===== config.mk =====
export PLATFORM = sky130hd
export DESIGN_NAME = exe_unit_mc_flat
export DESIGN_NICKNAME = d
export VERILOG_FILES = /design/src/rtl/exe_unit_mc_if.sv /design/src/rtl/exe_unit_mc.sv /design/src/flat_wrapper.sv
export SDC_FILE = /design/constraint.sdc
export NUM_CORES = 2
export LEC_CHECK = 0
export BUFFER_PORTS_ARGS = -buffer_cell sky130_fd_sc_hd__buf_4
export CAP_MARGIN = 20
export CELL_PAD_IN_SITES_DETAIL_PLACEMENT = 1
export CELL_PAD_IN_SITES_GLOBAL_PLACEMENT = 1
export CORE_UTILIZATION = 49
export DETAILED_ROUTE_END_ITERATION = 16
export MAX_ROUTING_LAYER = met4
export PLACE_DENSITY = 0.85
export SLEW_MARGIN = 10
export SYNTH_ARGS = -nofsm -noshare
export SYNTH_HDL_FRONTEND = slang
export SYNTH_SLANG_ARGS = --single-unit

===== constraint.sdc =====
create_clock -name clk -period 13.9 [get_ports clk]
set_input_delay 2.78 -clock clk [delete_from_list [all_inputs] [get_ports clk]]
set_output_delay 2.78 -clock clk [all_outputs]
set_load 0.01 [all_outputs]

===== src/rtl/exe_unit_mc_if.sv =====
// exe_unit_mc_if: decode-side request, flush and result-side handshake bundle for the execute stage.
// master = decode/writeback side, slave = execute stage.
interface exe_unit_mc_if #(
  parameter int XLEN = 32
);
  logic            flush;
  logic            in_valid;
  logic            in_ready;
  logic [4:0]      optype;
  logic [XLEN-1:0] pc;
  logic [XLEN-1:0] data1;
  logic [XLEN-1:0] data2;
  logic [XLEN-1:0] immediate;
  logic [XLEN-1:0] offset;
  logic            out_valid;
  logic            out_ready;
  logic [XLEN-1:0] result;
  logic            write_reg;
  logic            load_en;
  logic            store_en;
  logic [XLEN-1:0] store_data;
  logic            branch_taken;
  logic [XLEN-1:0] target;
  logic            illegal;

  modport slave (
    input  flush, in_valid, optype, pc, data1, data2, immediate, offset, out_ready,
    output in_ready, out_valid, result, write_reg, load_en, store_en, store_data,
           branch_taken, target, illegal
  );

  modport master (
    output flush, in_valid, optype, pc, data1, data2, immediate, offset, out_ready,
    input  in_ready, out_valid, result, write_reg, load_en, store_en, store_data,
           branch_taken, target, illegal
  );
endinterface


===== src/rtl/exe_unit_mc.sv =====
// exe_unit_mc: multi-cycle execute stage with registered, handshaked outputs and shift-add MUL/MULH.
// Define EXU_DIV_EN to add signed DIV/REM through a restoring divider.

`ifndef I_ADD
`define I_ADD   5'd0
`define I_ADDI  5'd1
`define I_SUB   5'd2
`define I_AND   5'd3
`define I_OR    5'd4
`define I_XOR   5'd5
`define I_LUI   5'd6
`define I_AUIPC 5'd7
`define I_LW    5'd8
`define I_SW    5'd9
`define I_JAL   5'd10
`define I_BEQ   5'd11
`define I_BNE   5'd12
`define I_BLT   5'd13
`define I_BGE   5'd14
`define I_MUL   5'd15
`define I_MULH  5'd16
`define I_DIV   5'd17
`define I_REM   5'd18
`endif

// state   | meaning
// ST_IDLE | accepting ops; single-cycle ops load outputs at the accept edge
// ST_MUL  | shift-add multiply, MUL_BITS multiplier bits per cycle
// ST_DIV  | restoring divide, one quotient bit per cycle
// ST_FIX  | sign-correct the magnitude result and load the output registers
module exe_unit_mc #(
  parameter int XLEN     = 32,
  parameter int MUL_BITS = 2
) (
  input logic          clk,
  input logic          rst,
  exe_unit_mc_if.slave bus
);
  localparam int MUL_STEPS = XLEN / MUL_BITS;
  localparam int CW        = $clog2(XLEN);

  typedef enum logic [1:0] {ST_IDLE, ST_MUL, ST_DIV, ST_FIX} state_t;
  state_t state, state_nxt;

  logic            vld, wr, ld, st, taken, ill;
  logic [XLEN-1:0] res, sdata, tgt;

  logic [CW-1:0]     cnt;
  logic [2*XLEN-1:0] acc, mcand, pp, prod;
  logic [XLEN-1:0]   mplier, abs1, abs2, fix_res;
  logic              neg, sel_hi;

  logic            accept, in_rdy, ld_single, ld_fix, is_mul_op;
  logic [XLEN-1:0] s_result, s_target;
  logic            s_wr, s_ld, s_st, s_br, s_ill, s_mc;

`ifdef EXU_DIV_EN
  logic            is_div_op, is_div, div_zero;
  logic [XLEN:0]   div_sh, div_diff;
  logic [2*XLEN-1:0] div_step;
  logic [XLEN-1:0] div_val;
`endif

  always_comb begin
    s_result  = '0;
    s_target  = '0;
    s_wr      = 1'b0;
    s_ld      = 1'b0;
    s_st      = 1'b0;
    s_br      = 1'b0;
    s_ill     = 1'b0;
    s_mc      = 1'b0;
    is_mul_op = 1'b0;
`ifdef EXU_DIV_EN
    is_div_op = 1'b0;
`endif
    case (bus.optype)
      `I_ADD:   begin s_result = bus.data1 + bus.data2;     s_wr = 1'b1; end
      `I_ADDI:  begin s_result = bus.data1 + bus.immediate; s_wr = 1'b1; end
      `I_SUB:   begin s_result = bus.data1 - bus.data2;     s_wr = 1'b1; end
      `I_AND:   begin s_result = bus.data1 & bus.data2;     s_wr = 1'b1; end
      `I_OR:    begin s_result = bus.data1 | bus.data2;     s_wr = 1'b1; end
      `I_XOR:   begin s_result = bus.data1 ^ bus.data2;     s_wr = 1'b1; end
      `I_LUI:   begin s_result = bus.immediate;             s_wr = 1'b1; end
      `I_AUIPC: begin s_result = bus.pc + bus.immediate;    s_wr = 1'b1; end
      `I_LW:    begin s_result = bus.data1 + bus.offset; s_wr = 1'b1; s_ld = 1'b1; end
      `I_SW:    begin s_result = bus.data1 + bus.offset; s_st = 1'b1; end
      `I_JAL: begin
        s_result = bus.pc + XLEN'(4);
        s_target = bus.pc + bus.offset;
        s_wr     = 1'b1;
        s_br     = 1'b1;
      end
      `I_BEQ: begin s_target = bus.pc + bus.offset; s_br = (bus.data1 == bus.data2); end
      `I_BNE: begin s_target = bus.pc + bus.offset; s_br = (bus.data1 != bus.data2); end
      `I_BLT: begin s_target = bus.pc + bus.offset; s_br = ($signed(bus.data1) <  $signed(bus.data2)); end
      `I_BGE: begin s_target = bus.pc + bus.offset; s_br = ($signed(bus.data1) >= $signed(bus.data2)); end
      `I_MUL, `I_MULH: begin is_mul_op = 1'b1; s_mc = 1'b1; end
`ifdef EXU_DIV_EN
      `I_DIV, `I_REM:  begin is_div_op = 1'b1; s_mc = 1'b1; end
`endif
      default: s_ill = 1'b1;
    endcase
  end

  assign abs1 = bus.data1[XLEN-1] ? -bus.data1 : bus.data1;
  assign abs2 = bus.data2[XLEN-1] ? -bus.data2 : bus.data2;

  always_ff @(posedge clk) begin
    if (rst || bus.flush) state <= ST_IDLE;
    else                  state <= state_nxt;
  end

  always_comb begin
    state_nxt = state;
    case (state)
      ST_IDLE: begin
        if (accept && is_mul_op) state_nxt = ST_MUL;
`ifdef EXU_DIV_EN
        if (accept && is_div_op) state_nxt = ST_DIV;
`endif
      end
      ST_MUL, ST_DIV: if (cnt == '0) state_nxt = ST_FIX;
      ST_FIX:         if (ld_fix) state_nxt = ST_IDLE;
      default:        state_nxt = ST_IDLE;
    endcase
  end

  always_comb begin
    in_rdy = (state == ST_IDLE) && (!vld || bus.out_ready) && !rst && !bus.flush;
    ld_fix = (state == ST_FIX) && (!vld || bus.out_ready);
  end

  assign accept    = bus.in_valid && in_rdy;
  assign ld_single = accept && !s_mc;

  always_comb begin
    pp = '0;
    for (int b = 0; b < MUL_BITS; b++)
      if (mplier[b]) pp = pp + (mcand << b);
  end

`ifdef EXU_DIV_EN
  // acc holds {remainder, dividend/quotient}; quotient bits shift in from the right
  always_comb begin
    div_sh   = {acc[2*XLEN-1:XLEN], acc[XLEN-1]};
    div_diff = div_sh - {1'b0, mcand[XLEN-1:0]};
    if (div_diff[XLEN]) div_step = {div_sh[XLEN-1:0], acc[XLEN-2:0], 1'b0};
    else                div_step = {div_diff[XLEN-1:0], acc[XLEN-2:0], 1'b1};
  end
`endif

  always_comb begin
    prod    = neg ? -acc : acc;
    fix_res = sel_hi ? prod[2*XLEN-1:XLEN] : prod[XLEN-1:0];
`ifdef EXU_DIV_EN
    div_val = sel_hi ? acc[2*XLEN-1:XLEN] : acc[XLEN-1:0];
    if (is_div) fix_res = (div_zero && !sel_hi) ? '1 : (neg ? -div_val : div_val);
`endif
  end

  always_ff @(posedge clk) begin
    if (rst || bus.flush) begin
      acc    <= '0;
      mcand  <= '0;
      mplier <= '0;
      cnt    <= '0;
      neg    <= 1'b0;
      sel_hi <= 1'b0;
`ifdef EXU_DIV_EN
      is_div   <= 1'b0;
      div_zero <= 1'b0;
`endif
    end else if (accept && is_mul_op) begin
      acc    <= '0;
      mcand  <= {{XLEN{1'b0}}, abs1};
      mplier <= abs2;
      neg    <= bus.data1[XLEN-1] ^ bus.data2[XLEN-1];
      sel_hi <= (bus.optype == `I_MULH);
      cnt    <= CW'(MUL_STEPS - 1);
`ifdef EXU_DIV_EN
      is_div <= 1'b0;
    end else if (accept && is_div_op) begin
      acc      <= {{XLEN{1'b0}}, abs1};
      mcand    <= {{XLEN{1'b0}}, abs2};
      sel_hi   <= (bus.optype == `I_REM);
      // remainder takes the dividend's sign, quotient the xor of both
      neg      <= (bus.optype == `I_REM) ? bus.data1[XLEN-1]
                                         : (bus.data1[XLEN-1] ^ bus.data2[XLEN-1]);
      div_zero <= (bus.data2 == '0);
      is_div   <= 1'b1;
      cnt      <= CW'(XLEN - 1);
    end else if (state == ST_DIV) begin
      acc <= div_step;
      cnt <= cnt - 1'b1;
`endif
    end else if (state == ST_MUL) begin
      acc    <= acc + pp;
      mcand  <= mcand << MUL_BITS;
      mplier <= mplier >> MUL_BITS;
      cnt    <= cnt - 1'b1;
    end
  end

  always_ff @(posedge clk) begin
    if (rst || bus.flush) begin
      vld   <= 1'b0;
      res   <= '0;
      wr    <= 1'b0;
      ld    <= 1'b0;
      st    <= 1'b0;
      sdata <= '0;
      taken <= 1'b0;
      tgt   <= '0;
      ill   <= 1'b0;
    end else if (ld_single) begin
      vld   <= 1'b1;
      res   <= s_result;
      wr    <= s_wr;
      ld    <= s_ld;
      st    <= s_st;
      sdata <= bus.data2;
      taken <= s_br;
      tgt   <= s_target;
      ill   <= s_ill;
    end else if (ld_fix) begin
      vld   <= 1'b1;
      res   <= fix_res;
      wr    <= 1'b1;
      ld    <= 1'b0;
      st    <= 1'b0;
      taken <= 1'b0;
      tgt   <= '0;
      ill   <= 1'b0;
    end else begin
      if (vld && bus.out_ready) vld <= 1'b0;
      if (accept) sdata <= bus.data2;
    end
  end

  assign bus.in_ready     = in_rdy;
  assign bus.out_valid    = vld;
  assign bus.result       = res;
  assign bus.write_reg    = wr;
  assign bus.load_en      = ld;
  assign bus.store_en     = st;
  assign bus.store_data   = sdata;
  assign bus.branch_taken = taken;
  assign bus.target       = tgt;
  assign bus.illegal      = ill;
endmodule


===== src/flat_wrapper.sv =====
// flat-port wrapper written by rule: the top's interface ports become plain ports
module exe_unit_mc_flat 
#(
  parameter int XLEN     = 32,
  parameter int MUL_BITS = 2
)
  (clk, rst, bus_flush, bus_in_valid, bus_optype, bus_pc, bus_data1, bus_data2, bus_immediate, bus_offset, bus_out_ready, bus_in_ready, bus_out_valid, bus_result, bus_write_reg, bus_load_en, bus_store_en, bus_store_data, bus_branch_taken, bus_target, bus_illegal);
  exe_unit_mc_if #(.XLEN(XLEN)) bus_i ();
  input logic clk;
  input logic rst;
  input wire logic [$bits(bus_i.flush)-1:0] bus_flush;
  input wire logic [$bits(bus_i.in_valid)-1:0] bus_in_valid;
  input wire logic [$bits(bus_i.optype)-1:0] bus_optype;
  input wire logic [$bits(bus_i.pc)-1:0] bus_pc;
  input wire logic [$bits(bus_i.data1)-1:0] bus_data1;
  input wire logic [$bits(bus_i.data2)-1:0] bus_data2;
  input wire logic [$bits(bus_i.immediate)-1:0] bus_immediate;
  input wire logic [$bits(bus_i.offset)-1:0] bus_offset;
  input wire logic [$bits(bus_i.out_ready)-1:0] bus_out_ready;
  output wire logic [$bits(bus_i.in_ready)-1:0] bus_in_ready;
  output wire logic [$bits(bus_i.out_valid)-1:0] bus_out_valid;
  output wire logic [$bits(bus_i.result)-1:0] bus_result;
  output wire logic [$bits(bus_i.write_reg)-1:0] bus_write_reg;
  output wire logic [$bits(bus_i.load_en)-1:0] bus_load_en;
  output wire logic [$bits(bus_i.store_en)-1:0] bus_store_en;
  output wire logic [$bits(bus_i.store_data)-1:0] bus_store_data;
  output wire logic [$bits(bus_i.branch_taken)-1:0] bus_branch_taken;
  output wire logic [$bits(bus_i.target)-1:0] bus_target;
  output wire logic [$bits(bus_i.illegal)-1:0] bus_illegal;
  assign bus_i.flush = bus_flush;
  assign bus_i.in_valid = bus_in_valid;
  assign bus_i.optype = bus_optype;
  assign bus_i.pc = bus_pc;
  assign bus_i.data1 = bus_data1;
  assign bus_i.data2 = bus_data2;
  assign bus_i.immediate = bus_immediate;
  assign bus_i.offset = bus_offset;
  assign bus_i.out_ready = bus_out_ready;
  assign bus_in_ready = bus_i.in_ready;
  assign bus_out_valid = bus_i.out_valid;
  assign bus_result = bus_i.result;
  assign bus_write_reg = bus_i.write_reg;
  assign bus_load_en = bus_i.load_en;
  assign bus_store_en = bus_i.store_en;
  assign bus_store_data = bus_i.store_data;
  assign bus_branch_taken = bus_i.branch_taken;
  assign bus_target = bus_i.target;
  assign bus_illegal = bus_i.illegal;
  exe_unit_mc #(.XLEN(XLEN), .MUL_BITS(MUL_BITS)) u_core (.clk(clk), .rst(rst), .bus(bus_i));
endmodule

==> impl_metrics.tcl <==
set metrics [dict create \
    syn_area_per_cell_um2 7.302 \
    relSlewSlack_pct 15.74 \
    skew_ns 0.01571 \
    num_vias 34700 \
    dp_cells 5203 \
    htreeDepth 2 \
    clock_latency_ns 0.57 \
    peakVddDrop_mv 0.1013 \
    syn_inst 4327 \
    tns_ns 0 \
    min_path_cells 2 \
    core_area_mm2 0.06343 \
    post_dp_cell_area_mm2 0.03398 \
    ff2ff_path_depth 24 \
    p_leak_nw 14.59 \
    cp-end-kind "flip-flop" \
    min_from "u_core.bus.store_data[20]$_SDFFE_PP0P_" \
    yosysMostFrequentCell "nand2_1" \
    num_io_pins 273 \
    synth_area_leaders "dfxtp_1 17%, ha_1 12%, xnor2_1 7.1%" \
    synth_top_cell_by_area "dfxtp_1" \
    met2_length_um 64810 \
    fmax_mhz 128.0 \
    grt_first_pass_wirelength_um 211300 \
    setup_viol 0 \
    slew_viol_final 0 \
    syn_nets 4803 \
    antenna_found_initial 4 \
    final_area_mm2 0.03530 \
    synth_edf_count 0 \
    worst_pin_slew_ns 1.252 \
    fin_util_pct 55.66 \
    die_w_um 255.9 \
    hold_buffers 0 \
    finalCritPeriodShare_pct 56.20 \
    clock_sinks 271 \
    grt_max_degree 98 \
    hold_end "u_core.bus.store_data[20]$_SDFFE_PP0P_" \
    vias_per_cell 6.574 \
    clockBufferDepth 3 \
    wl_met1_um 56110 \
    met3WireLength_um 9407 \
    grt_pass1_vias 34890 \
    yosys.area.top_type_share_pct 17.17 \
    io_buffers 272 \
    firstDrtPassIters 6 \
    hold_path_class "reg2reg" \
    r2r-start "u_core.mplier[0]$_SDFFE_PP0P_" \
    cts_buffers 37 \
    ys_seq_area_share_pct 17.17 \
    finalWirelength_um 141200 \
    cts_root_buf "clkbuf_16" \
    ys_ff_latch 271 \
    synthesis.area_mm2 0.03160 \
    gp_congestion 1.094 \
    rows 92 \
    dieArea_mm2 0.06550 \
    rsz0062_at_grt "no" \
    async_flop_share_pct 0 \
    wl_per_cell_um 26.75 \
    reg2reg_to "u_core.acc[63]$_SDFFE_PP0P_" \
    cts_tree "built" \
    fin_cells 5278 \
    grtUsageTotal_pct 42.76 \
    reg_top3 "u_core.acc: 64 flops, u_core.mcand: 64 flops" \
    yosysUniqueCellTypes 89 \
    worstPathRequired_ns 14.40 \
    synth_commonest_cells "459 x nand2_1, 401 x nor2_1, 374 x a21oi_1, 300 x ha_1, 271 x dfxtp_1" \
    place_hpwl_um 109900 \
    maxCapViolCount 0 \
    top_layer_used "met4" \
    fin_crit_ns 7.812 \
    initial_core_util_pct 49.81 \
    status "finished, final reports clean" \
    die_height_um 255.9 \
    rrSetupSlack_ns 6.09 \
    hold_viol 0 \
    start_kind "flip-flop" \
    drt_iter0_markers 2959 \
    ant_nets 0 \
    cts_resized 0 \
    grt_overflow 0 \
    drive_gt1_share_pct 10.52 \
    area_growth_pct 11.73 \
    nets 4875 \
    ys_warn_count 0 \
    post_cts_buffers 0 \
    p_per_area_mw_per_mm2 68.23 \
    drc_errors 0 \
    crit_arrival_ns 8.31 \
    worst-setup-path-type "reg2reg" \
    path_clk_slew_ns 0.06 \
    synthFlopType "dfxtp_1" \
    cp_max_fo 66 \
]
[cells in the final DEF, fill, tap and decap left out, drive strengths merged, types with 35 or more instances in the layout]
cell type / netlist / routed
dfxtp: 271 / 271
ha: 300 / 300
o211ai: 35 / 35
a21oi: 374 / 374
a22oi: 86 / 86
nand3: 69 / 69
inv: 172 / 175
and3: 40 / 40
o31ai: 56 / 56
a31oi: 39 / 39
clkbuf: 248 / 51
xor2: 127 / 127
nand2: 459 / 459
buf: 29 / 310
o21bai: 46 / 46
nor3: 75 / 75
a221oi: 41 / 41
a21o: 125 / 125
a211oi: 101 / 101
nand4: 53 / 53
nand2b: 47 / 47
xnor2: 257 / 257
mux2i: 142 / 142
and2: 56 / 56
o21ai: 258 / 258
nor2: 401 / 401
[worst max-delay path by stage]
| stage | from | slack [ns] | endpoint |
|---|---|---|---|
| after CTS | u_core.mplier[0]$_SDFFE_PP0P_ | 6.23 | u_core.acc[63]$_SDFFE_PP0P_ |
| after floorplan | u_core.mplier[0]$_SDFFE_PP0P_ | 6.42 | u_core.acc[63]$_SDFFE_PP0P_ |
| final | u_core.mplier[0]$_SDFFE_PP0P_ | 6.09 | u_core.acc[63]$_SDFFE_PP0P_ |
| after global routing | u_core.mplier[0]$_SDFFE_PP0P_ | 5.68 | u_core.acc[63]$_SDFFE_PP0P_ |
| after detailed placement | u_core.mplier[0]$_SDFFE_PP0P_ | 6.41 | u_core.acc[63]$_SDFFE_PP0P_ |
| after global placement | bus_optype[0] | 6.60 | u_core.bus.result[26]$_SDFFE_PP0P_ |
[layout make-up]
class,instances,area [um2]
sequential,271,5433
timing repair buffer,310,2367
clock buffer,51,1101
clock inverter,17,147.6
fill,8106,28120
tap,846,1059
multi-input combinational,3607,24540
antenna,4,10.01
inverter,172,645.6
[critical path, cell delays in order (launching register included)]
cell and delay, ns:
dfxtp_4 0.79, inv_1 0.49, nor2_1 0.26, ha_1 0.35
o21ai_0 0.17, nor3_1 0.11, a211oi_1 0.32, a21oi_1 0.19
o311ai_1 0.99, o211ai_1 0.46, a31oi_1 0.35, o21ai_0 0.15
xor2_1 0.16, mux2_2 0.27, ha_1 0.38, nand3_1 0.15
or3_1 0.37, or3b_2 0.45, o41ai_1 0.08, a31o_2 0.21
nor4_1 0.06, a211oi_1 0.38, nand2_1 0.13, mux2i_1 0.25
mux2i_1 0.20
[metal layers]
metal	track usage, %	up-vias
li1	-	15850
met1	48.94	16890
met2	69.26	1466
met3	6.843	486
met4	27.79	0
met5	-	-
[where the power goes]
part,switching (mW),internal (mW),leakage [nW]
logic,0.403,0.226,11.8
clock network,0.418,0.578,0.596
registers,0.00397,0.780,2.19
[through the flow]
step / setup WS (ns) / power (mW) / hold WS [ns]
6_report: 6.088 / 2.409 / 0.4552
5_1_grt: 5.676 / 2.481 / 0.4702
4_1_cts: 6.225 / 2.392 / 0.4576
3_5_place_dp: 6.411 / 1.403 / 0.4497
3_3_place_gp: 6.600 / 1.398 / 0.4426
2_1_floorplan: 6.416 / 1.167 / 0.4551
[kinds of logic (layout without fill, tap and decap cells)]
family | count (synthesis) | in the layout | synth area share [%]
multiplexers | 175 | 175 | 5.675
XOR/XNOR | 384 | 384 | 10.64
AO/OA/AOI/OAI | 1382 | 1382 | 28.69
buffers and inverters | 449 | 550 | 5.390
flip-flops | 271 | 271 | 17.17
AND/OR/NAND/NOR | 1357 | 1357 | 20.08
adder cells (fa/ha/maj) | 309 | 309 | 12.36
other | 0 | 4 | 0
Power figures use the tool's default switching activity.
